`src/rtl/ps2_command_tx.sv`:
```
// ---------------------------------------------------------------------------
// ps2_command_tx
//
// Host-to-device PS/2 transmitter. Sends one command byte to the keyboard over
// the shared open-drain ps2_clk / ps2_data lines. The lines are only ever
// pulled low through active-low drive enables; releasing a line means leaving
// it to the external pull-up.
//
// Transaction sequence:
//   1. Accept a byte on the ready/valid handshake.
//   2. Hold the clock line low for INHIBIT_CYCLES. The start bit (data low)
//      is applied on the last inhibit cycle.
//   3. Release the clock. The device now generates clock pulses, and on each
//      falling edge the next frame bit is presented: byte LSB first, odd
//      parity, then stop (line released).
//   4. On the following falling edge, sample the device ACK (data low = ACK).
//   5. Wait for both lines to return high, then report the result for one
//      cycle.
//
// A timeout started at clock release aborts the transaction, releases both
// lines and reports an error.
//
// Configuration macro:
//   PS2_TX_RETRY_EN - when defined, a NACK or timeout causes one automatic
//                     resend of the same frame before an error is reported.
//
// Parameters:
//   CLK        - system clock frequency in Hz
//   INHIBIT_US - clock-inhibit time before the start bit, in microseconds
//   TIMEOUT_US - limit from clock release to ACK sample, in microseconds
//
// Ports:
//   clk                - system clock
//   reset              - synchronous, active-high reset
//   command_ready      - block can accept a command byte
//   command_valid      - command byte offered by the source
//   command_byte       - command to send
//   ps2_clk_in         - raw pin level of ps2_clk
//   ps2_data_in        - raw pin level of ps2_data
//   ps2_clk_drive_low  - 1 pulls ps2_clk low, 0 releases it
//   ps2_data_drive_low - 1 pulls ps2_data low, 0 releases it
//   busy               - transaction in progress (receiver should ignore line)
//   result_valid       - one-cycle pulse at transaction end
//   result_error       - qualified by result_valid; 1 = NACK or timeout
// ---------------------------------------------------------------------------
module ps2_command_tx #(
    parameter int CLK        = 51_800_000,
    parameter int INHIBIT_US = 100,
    parameter int TIMEOUT_US = 15_000
) (
    input  logic       clk,
    input  logic       reset,
    output logic       command_ready,
    input  logic       command_valid,
    input  logic [7:0] command_byte,
    input  logic       ps2_clk_in,
    input  logic       ps2_data_in,
    output logic       ps2_clk_drive_low,
    output logic       ps2_data_drive_low,
    output logic       busy,
    output logic       result_valid,
    output logic       result_error
);

    // -----------------------------------------------------------------------
    // Derived constants
    // -----------------------------------------------------------------------
    localparam int INHIBIT_CYCLES = CLK / 1_000_000 * INHIBIT_US;
    localparam int TIMEOUT_CYCLES = CLK / 1_000_000 * TIMEOUT_US;
    localparam int MAX_CYCLES     = (INHIBIT_CYCLES > TIMEOUT_CYCLES) ?
                                    INHIBIT_CYCLES : TIMEOUT_CYCLES;
    localparam int CNT_W          = $clog2(MAX_CYCLES) + 1;

    // Counters are loaded with (length - 1) so that the state is occupied for
    // exactly "length" cycles before the zero value is acted upon.
    localparam logic [CNT_W-1:0] INHIBIT_LOAD =
        CNT_W'((INHIBIT_CYCLES > 0) ? INHIBIT_CYCLES - 1 : 0);
    localparam logic [CNT_W-1:0] TIMEOUT_LOAD =
        CNT_W'((TIMEOUT_CYCLES > 0) ? TIMEOUT_CYCLES - 1 : 0);

    // With a one-cycle inhibit the acceptance cycle is also the last inhibit
    // cycle, so the start bit must already be applied on acceptance.
    localparam logic START_AT_ACCEPT = (INHIBIT_CYCLES <= 1);

`ifdef PS2_TX_RETRY_EN
    localparam logic RETRY_EN = 1'b1;
`else
    localparam logic RETRY_EN = 1'b0;
`endif

    typedef enum logic [2:0] {
        S_IDLE,
        S_INHIBIT,
        S_SEND,
        S_ACK,
        S_RELEASE,
        S_DONE
    } state_t;

    // -----------------------------------------------------------------------
    // Pin synchronisers and falling-edge detection
    // -----------------------------------------------------------------------
    logic [1:0] clk_sync_q;
    logic [1:0] data_sync_q;
    logic       clk_prev_q;

    // NOTE: sequential state is always written with non-blocking assignments
    // so every flop samples the values from before the clock edge.
    always_ff @(posedge clk) begin
        if (reset) begin
            // Idle-high reset values avoid a false falling edge after reset.
            clk_sync_q  <= 2'b11;
            data_sync_q <= 2'b11;
            clk_prev_q  <= 1'b1;
        end else begin
            clk_sync_q  <= {clk_sync_q[0], ps2_clk_in};
            data_sync_q <= {data_sync_q[0], ps2_data_in};
            clk_prev_q  <= clk_sync_q[1];
        end
    end

    // -----------------------------------------------------------------------
    // Transmit state
    // -----------------------------------------------------------------------
    state_t           state_q;
    logic             ready_q;
    logic             clk_low_q;
    logic             data_low_q;
    logic             busy_q;
    logic             result_valid_q;
    logic             result_error_q;
    logic [9:0]       frame_q;      // shifting copy, LSB is next bit out
    logic [9:0]       frame_save_q; // untouched copy for a resend
    logic [3:0]       bit_cnt_q;
    logic [CNT_W-1:0] cnt_q;
    logic             nack_q;
    logic             retried_q;

    // Combinational helpers
    logic             fall_d;
    logic [9:0]       frame_d;
    logic [CNT_W-1:0] cnt_dec_d;
    logic             timeout_d;
    logic             released_d;
    logic             finish_d;
    logic             fail_d;
    logic             retry_d;

    // NOTE: every always_comb output gets a default first so no path leaves
    // it unassigned, which would otherwise infer a latch.
    always_comb begin
        fall_d     = 1'b0;
        frame_d    = '0;
        cnt_dec_d  = '0;
        timeout_d  = 1'b0;
        released_d = 1'b0;

        fall_d  = clk_prev_q & ~clk_sync_q[1];
        frame_d = {1'b1, ~^command_byte, command_byte};

        // Saturating decrement: the counter never wraps below zero.
        cnt_dec_d = (cnt_q == '0) ? '0 : cnt_q - CNT_W'(1);

        timeout_d  = ((state_q == S_SEND) || (state_q == S_ACK) ||
                      (state_q == S_RELEASE)) && (cnt_q == '0);
        released_d = (state_q == S_RELEASE) && clk_sync_q[1] && data_sync_q[1];
    end

    assign finish_d = timeout_d | released_d;
    assign fail_d   = timeout_d | (released_d & nack_q);
    assign retry_d  = RETRY_EN & fail_d & ~retried_q;

    always_ff @(posedge clk) begin
        if (reset) begin
            state_q        <= S_IDLE;
            ready_q        <= 1'b0;
            clk_low_q      <= 1'b0;
            data_low_q     <= 1'b0;
            busy_q         <= 1'b0;
            result_valid_q <= 1'b0;
            result_error_q <= 1'b0;
            frame_q        <= '0;
            frame_save_q   <= '0;
            bit_cnt_q      <= '0;
            cnt_q          <= '0;
            nack_q         <= 1'b0;
            retried_q      <= 1'b0;
        end else begin
            result_valid_q <= 1'b0;

            if (finish_d) begin
                // End of an attempt: either success, a reportable failure,
                // or (retry build only) a second attempt from INHIBIT.
                if (retry_d) begin
                    frame_q    <= frame_save_q;
                    cnt_q      <= INHIBIT_LOAD;
                    clk_low_q  <= 1'b1;
                    data_low_q <= START_AT_ACCEPT;
                    retried_q  <= 1'b1;
                    state_q    <= S_INHIBIT;
                end else begin
                    clk_low_q      <= 1'b0;
                    data_low_q     <= 1'b0;
                    result_valid_q <= 1'b1;
                    result_error_q <= fail_d;
                    state_q        <= S_DONE;
                end
            end else begin
                unique case (state_q)
                    S_IDLE: begin
                        result_error_q <= 1'b0;
                        if (command_valid && ready_q) begin
                            frame_q      <= frame_d;
                            frame_save_q <= frame_d;
                            cnt_q        <= INHIBIT_LOAD;
                            clk_low_q    <= 1'b1;
                            data_low_q   <= START_AT_ACCEPT;
                            busy_q       <= 1'b1;
                            ready_q      <= 1'b0;
                            retried_q    <= 1'b0;
                            state_q      <= S_INHIBIT;
                        end else begin
                            ready_q <= 1'b1;
                        end
                    end

                    S_INHIBIT: begin
                        cnt_q <= cnt_dec_d;
                        // Start bit goes out during the last inhibit cycle,
                        // while the clock is still held low.
                        if (cnt_q == CNT_W'(1)) begin
                            data_low_q <= 1'b1;
                        end
                        if (cnt_q == '0) begin
                            clk_low_q  <= 1'b0;
                            data_low_q <= 1'b1;
                            cnt_q      <= TIMEOUT_LOAD;
                            bit_cnt_q  <= '0;
                            state_q    <= S_SEND;
                        end
                    end

                    S_SEND: begin
                        cnt_q <= cnt_dec_d;
                        if (fall_d) begin
                            data_low_q <= ~frame_q[0];
                            frame_q    <= {1'b1, frame_q[9:1]};
                            bit_cnt_q  <= bit_cnt_q + 4'd1;
                            // Tenth edge puts the stop bit (released line).
                            if (bit_cnt_q == 4'd9) begin
                                state_q <= S_ACK;
                            end
                        end
                    end

                    S_ACK: begin
                        cnt_q <= cnt_dec_d;
                        if (fall_d) begin
                            nack_q  <= data_sync_q[1];
                            state_q <= S_RELEASE;
                        end
                    end

                    S_RELEASE: begin
                        // Exit handled by finish_d once both lines are high.
                        cnt_q <= cnt_dec_d;
                    end

                    S_DONE: begin
                        result_error_q <= 1'b0;
                        busy_q         <= 1'b0;
                        ready_q        <= 1'b1;
                        state_q        <= S_IDLE;
                    end

                    default: begin
                        state_q <= S_IDLE;
                    end
                endcase
            end
        end
    end

    assign command_ready      = ready_q;
    assign ps2_clk_drive_low  = clk_low_q;
    assign ps2_data_drive_low = data_low_q;
    assign busy               = busy_q;
    assign result_valid       = result_valid_q;
    assign result_error       = result_error_q;

endmodule
```
`config.mk`:
```
export PLATFORM = sky130hd
export DESIGN_NAME = ps2_command_tx
export DESIGN_NICKNAME = d
export VERILOG_FILES = /design/src/rtl/ps2_command_tx.sv
export SDC_FILE = /design/constraint.sdc
export NUM_CORES = 1
export LEC_CHECK = 0
export BUFFER_PORTS_ARGS = -buffer_cell sky130_fd_sc_hd__clkbuf_2
export CAP_MARGIN = 25
export CORE_UTILIZATION = 54
export DETAILED_ROUTE_END_ITERATION = 12
export PLACE_DENSITY = 0.87
export SYNTH_ARGS = -nofsm -noshare
export SYNTH_HDL_FRONTEND = slang
export SYNTH_SLANG_ARGS = --single-unit
```
`constraint.sdc`:
```
create_clock -name clk -period 2.3 [get_ports clk]
set_input_delay 0.46 -clock clk [delete_from_list [all_inputs] [get_ports clk]]
set_output_delay 0.46 -clock clk [all_outputs]
set_load 0.1 [all_outputs]
```
==> report_table.html <==
<table>
<tr><th>Metric</th><th>Value</th></tr>
<tr><th colspan="2">Finish</th></tr>
<tr><td>Fraction of final layout cells with drive strength greater than 1</td><td>0.216</td></tr>
<tr><td>Area growth from synthesis to final layout</td><td>17.6%</td></tr>
<tr><td>Filler cell count</td><td>431</td></tr>
<tr><td>Register Area</td><td>1000 µm²</td></tr>
<tr><td>Antenna Diode Count</td><td>0</td></tr>
<tr><td>Multi-input gate area in the final layout</td><td>1760 µm²</td></tr>
<tr><td>Final #Nets</td><td>about 400</td></tr>
<tr><th colspan="2">Placed design</th></tr>
<tr><td>Detailed placer's ending HPWL</td><td>5280 µm</td></tr>
<tr><td>Worst slack at placement</td><td>-4.27 ps</td></tr>
<tr><td>Port buffer count</td><td>18</td></tr>
<tr><td>Final weighted congestion of routability-driven global placement</td><td>0.931</td></tr>
<tr><th colspan="2">Global routing</th></tr>
<tr><td>Pin count of the biggest net entering global routing</td><td>23</td></tr>
<tr><td>Global-route wire length before repair</td><td>between 10000 and 15000 µm</td></tr>
<tr><td>Overall overflow remaining after global route</td><td>0</td></tr>
<tr><td>Initial antenna violation count</td><td>0</td></tr>
<tr><td>Met2 GRT Util</td><td>0.465</td></tr>
<tr><td>Busiest layer in global routing</td><td>met2</td></tr>
<tr><td>Met3 track demand over resource</td><td>0.0474</td></tr>
<tr><td>Routing usage on met1</td><td>0.384</td></tr>
<tr><td>Total GRT Usage</td><td>0.291</td></tr>
<tr><td>Number of global-route vias before repair</td><td>2619</td></tr>
<tr><th colspan="2">Synthesis</th></tr>
<tr><td>Share of synthesized cell area in and, or, nand and nor gates</td><td>0.216</td></tr>
<tr><td>Share of the synthesized area in compound gates (AO/OA/AOI/OAI)</td><td>0.284</td></tr>
<tr><td>Warnings from Yosys</td><td>0</td></tr>
<tr><td>Synthesized netlist net count</td><td>366</td></tr>
<tr><td>Share of the synthesized netlist area taken by xor and xnor gates</td><td>0.0246</td></tr>
<tr><td>Synth area leaders</td><td>dfxtp_1 (35%), o21ai_0 (5.1%), a21oi_1 (4.0%), mux2i_1 (3.9%), nor3_1 (3.5%)</td></tr>
<tr><td>Adder-cell share of the synthesized area</td><td>0.0220</td></tr>
<tr><td>Synth top area share</td><td>0.352</td></tr>
<tr><td>Leading cell type by number of instances after synthesis</td><td>dfxtp_1</td></tr>
<tr><td>Most frequent cells after synthesis</td><td>dfxtp_1 (50), o21ai_0 (29), a21oi_1 (23), clkbuf_1 (23), nor3_1 (20)</td></tr>
<tr><td>Number of library cell types mapped by synthesis</td><td>65</td></tr>
<tr><td>Cell Area, Synth</td><td>between 2000 and 3000 µm²</td></tr>
<tr><td>Gate Count Post-Synth</td><td>348</td></tr>
<tr><td>Cell type with the largest total area after synthesis</td><td>dfxtp_1</td></tr>
<tr><td>Mux contribution to synthesized area</td><td>0.0426</td></tr>
<tr><td>Register area share after synthesis</td><td>0.352</td></tr>
<tr><td>Proportion of synthesized flip-flops having asynchronous set or reset</td><td>0</td></tr>
<tr><td>Register bit count reported by yosys</td><td>50</td></tr>
<tr><td>Average size of a mapped cell</td><td>8.18 µm²</td></tr>
<tr><td>Combinational family with the most area after synthesis</td><td>compound AO/OA/AOI/OAI gates</td></tr>
<tr><td>Commonest register cell after synthesis</td><td>dfxtp_1</td></tr>
<tr><td>Number of enable flip-flop cells after synthesis</td><td>0</td></tr>
<tr><th colspan="2">Worst setup path</th></tr>
<tr><td>Critical Path Source</td><td>cnt_q[4]$_SDFFE_PP0P_</td></tr>
<tr><td>Crit-path cells</td><td>or4_1, or4_4, a211o_1, a31oi_1, a21boi_1</td></tr>
<tr><td>Setup crit start kind</td><td>flip-flop</td></tr>
<tr><td>Worst flop-to-flop path startpoint</td><td>cnt_q[4]$_SDFFE_PP0P_</td></tr>
<tr><td>Worst R2R Setup Slack</td><td>just under 80 ps</td></tr>
<tr><td>Arrival time worst endpoint</td><td>about 2500 ps</td></tr>
<tr><td>Slowest stage delay, CP</td><td>600 ps</td></tr>
<tr><td>Setup CP Type</td><td>reg -&gt; reg</td></tr>
<tr><td>Buffer and inverter count on the worst path</td><td>0</td></tr>
<tr><td>Path depth of the worst reg2reg path</td><td>5</td></tr>
<tr><td>Required time of the critical path</td><td>2560 ps</td></tr>
<tr><td>CP Capture Type</td><td>flip-flop</td></tr>
<tr><td>CP top delay family</td><td>simple AND/OR/NAND/NOR gates</td></tr>
<tr><td>Slowest CP cell</td><td>or4_1</td></tr>
<tr><td>Reg-to-Reg End</td><td>cnt_q[19]$_SDFFE_PP0P_</td></tr>
<tr><td>Critical path endpoint</td><td>cnt_q[19]$_SDFFE_PP0P_</td></tr>
<tr><td>Logic depth of the worst setup path including buffers</td><td>5</td></tr>
<tr><td>Worst Path Max Fanout</td><td>6</td></tr>
<tr><th colspan="2">STA</th></tr>
<tr><td># setup viols final</td><td>0</td></tr>
<tr><td>Number of hold violations in the final report</td><td>0</td></tr>
<tr><td>Worst Slack Setup Final</td><td>79.0 ps</td></tr>
<tr><td>Fmax</td><td>between 400 and 500 MHz</td></tr>
<tr><td>Headroom to the max-slew limit</td><td>0.615</td></tr>
<tr><td>Actual transition at the worst max-transition pin</td><td>563 ps</td></tr>
<tr><td>Final Max Slew Viols</td><td>0</td></tr>
<tr><td>Unrepaired setup endpoints after global routing</td><td>true</td></tr>
<tr><td>Post-Route Skew</td><td>a little over 10 ps</td></tr>
<tr><td>Min Clock Period, post-route</td><td>2220 ps</td></tr>
<tr><td>Final critical-path share of the clock period</td><td>0.966</td></tr>
<tr><th colspan="2">Clocking</th></tr>
<tr><td>TritonCTS clock tree</td><td>built</td></tr>
<tr><td>Inserted Clock Buffers</td><td>5</td></tr>
<tr><td>CTS clk-pin slew, worst paths</td><td>100 ps</td></tr>
<tr><td>Clock latency on the worst-skew pair</td><td>approximately 320 ps</td></tr>
<tr><td>H-tree levels</td><td>2</td></tr>
<tr><td>Number of clock sinks</td><td>50</td></tr>
<tr><td>Max Buffers Root-to-Sink</td><td>2</td></tr>
<tr><td>CTS root buf</td><td>clkbuf_8</td></tr>
<tr><th colspan="2">Detailed routing</th></tr>
<tr><td>Drc violations</td><td>0</td></tr>
<tr><td>Final Routed Wirelength</td><td>7760 µm</td></tr>
<tr><td>Final routed wire length divided by cell count</td><td>17.2 µm</td></tr>
<tr><td>Vias</td><td>just under 3000</td></tr>
<tr><td>Post-detailed-route count of antenna-violating nets</td><td>0</td></tr>
<tr><td>Starting DRC count in detailed routing</td><td>303</td></tr>
<tr><td>Avg Vias per Cell</td><td>6.50</td></tr>
<tr><td>Detailed-routing iteration count for the pre-antenna-repair pass</td><td>5</td></tr>
<tr><th colspan="2">Run</th></tr>
<tr><td>Max cap viols</td><td>0</td></tr>
<tr><th colspan="2">Floorplanning</th></tr>
<tr><td>Die width</td><td>74.6 µm</td></tr>
<tr><td>Chip height</td><td>74.6 µm</td></tr>
<tr><td>DIE AREA</td><td>5570 µm²</td></tr>
<tr><td>Top-Level Pins</td><td>19</td></tr>
<tr><td>Core area</td><td>5110 µm²</td></tr>
<tr><td>Site row count</td><td>26</td></tr>
<tr><td>Effective utilization at floorplan</td><td>0.557</td></tr>
<tr><th colspan="2">Pwr</th></tr>
<tr><td>Standby leakage power</td><td>1.22 nW</td></tr>
<tr><td>Pwr Total</td><td>0.00392 W</td></tr>
<tr><td>Max rail drop VDD</td><td>around 0.00054 V</td></tr>
<tr><td>Power Density</td><td>1170 nW/µm²</td></tr>
<tr><th colspan="2">Status</th></tr>
<tr><td>Outcome</td><td>finished, final reports clean</td></tr>
<tr><th colspan="2">Worst hold path</th></tr>
<tr><td>Worst hold path class</td><td>in -&gt; reg</td></tr>
<tr><td>Beginning of the worst hold path</td><td>ps2_clk_in</td></tr>
</table>
[cells in the final DEF (no fill, tap or decap), drive strengths merged, types with 3 or more instances in the layout]
cell	count
nand3b	3
nand2	16
inv	18
nor3	21
o211ai	3
nor2	15
a21oi	23
a31oi	4
a211oi	10
clkbuf	23
nor2b	4
or2	7
xnor2	8
nand3	8
or4	7
or3	5
nor4	8
o22ai	4
a221oi	5
a21boi	3
a211o	3
o31ai	3
o32ai	4
buf	33
o21ai	30
mux2i	11
dfxtp	50
o2bb2ai	3
ha	5
nand4b	3
[report_power, final]
group / internal, W / switching [W] / total (W)
Combinational: 0.000860 / 0.00132 / 0.00218
Clock: 0.000226 / 0.000336 / 0.000562
Sequential: 0.00101 / 0.000169 / 0.00118
[layout make-up]
cell class,instances,area share
tap,70,0.0262
clock inverter,3,0.00860
inverter,17,0.0191
sequential,50,0.299
timing repair buffer,51,0.101
multi-input combinational,254,0.525
clock buffer,5,0.0206
[layer usage]
layer,part of all wire,wire length [µm],vias to the layer above
met4,0.034,265,0
met5,0,0,-
met2,0.46,3600,152
met3,0.068,530,29
li1,-,-,1381
met1,0.43,3360,1365
[worst min path at each step]
stage	to	cells after the start
2_1_floorplan	clk_sync_q[1]$_SDFF_PP1_	1
3_3_place_gp	clk_sync_q[1]$_SDFF_PP1_	1
3_5_place_dp	clk_sync_q[1]$_SDFF_PP1_	1
4_1_cts	clk_sync_q[0]$_SDFF_PP1_	2
5_1_grt	clk_sync_q[0]$_SDFF_PP1_	2
6_report	clk_sync_q[0]$_SDFF_PP1_	2
[through the flow]
stage | instance area (µm²) | TNS, ps | instances | hold slack [ps] | utilization
floorplan | 2850 | 0 | 348 | 389 | -
global placement | 3160 | 0 | 441 | 396 | 0.619
detailed placement | 3160 | -4.27 | 441 | 401 | 0.619
CTS | 3260 | 0 | 449 | 313 | 0.639
global route | 3350 | -82.9 | 450 | 311 | 0.655
finish | 3350 | 0 | 450 | 314 | 0.655
[cell families after synthesis]
group,count (synthesis)
buffers and inverters,44
multiplexers,12
AO/OA/AOI/OAI,119
adder cells (fa/ha/maj),5
flip-flops,50
AND/OR/NAND/NOR,110
XOR/XNOR,8
[state kept, by name, indices dropped and copies added, names as in the netlist, 2 cells and up]
register and cells:
data_sync_q 2, frame_q 10, bit_cnt_q 4, state_q 3
cnt_q 21, clk_sync_q 2
[worst reg2reg max path, delay by kind of cell, from the launching register on]
kind	cells	cell delay, ps
flip-flops	1	380
AND/OR/NAND/NOR	2	1140
AO/OA/AOI/OAI	3	640
[repair_timing]
item | 4_1_cts | 5_1_grt
pin swaps | 0 | 1
hold buffers | 0 | 0
gates resized for setup | 1 | 15
gates cloned | 0 | 0
setup endpoints to repair | 1 | 29
buffers inserted | 0 | 1
Power figures use the tool's default switching activity.
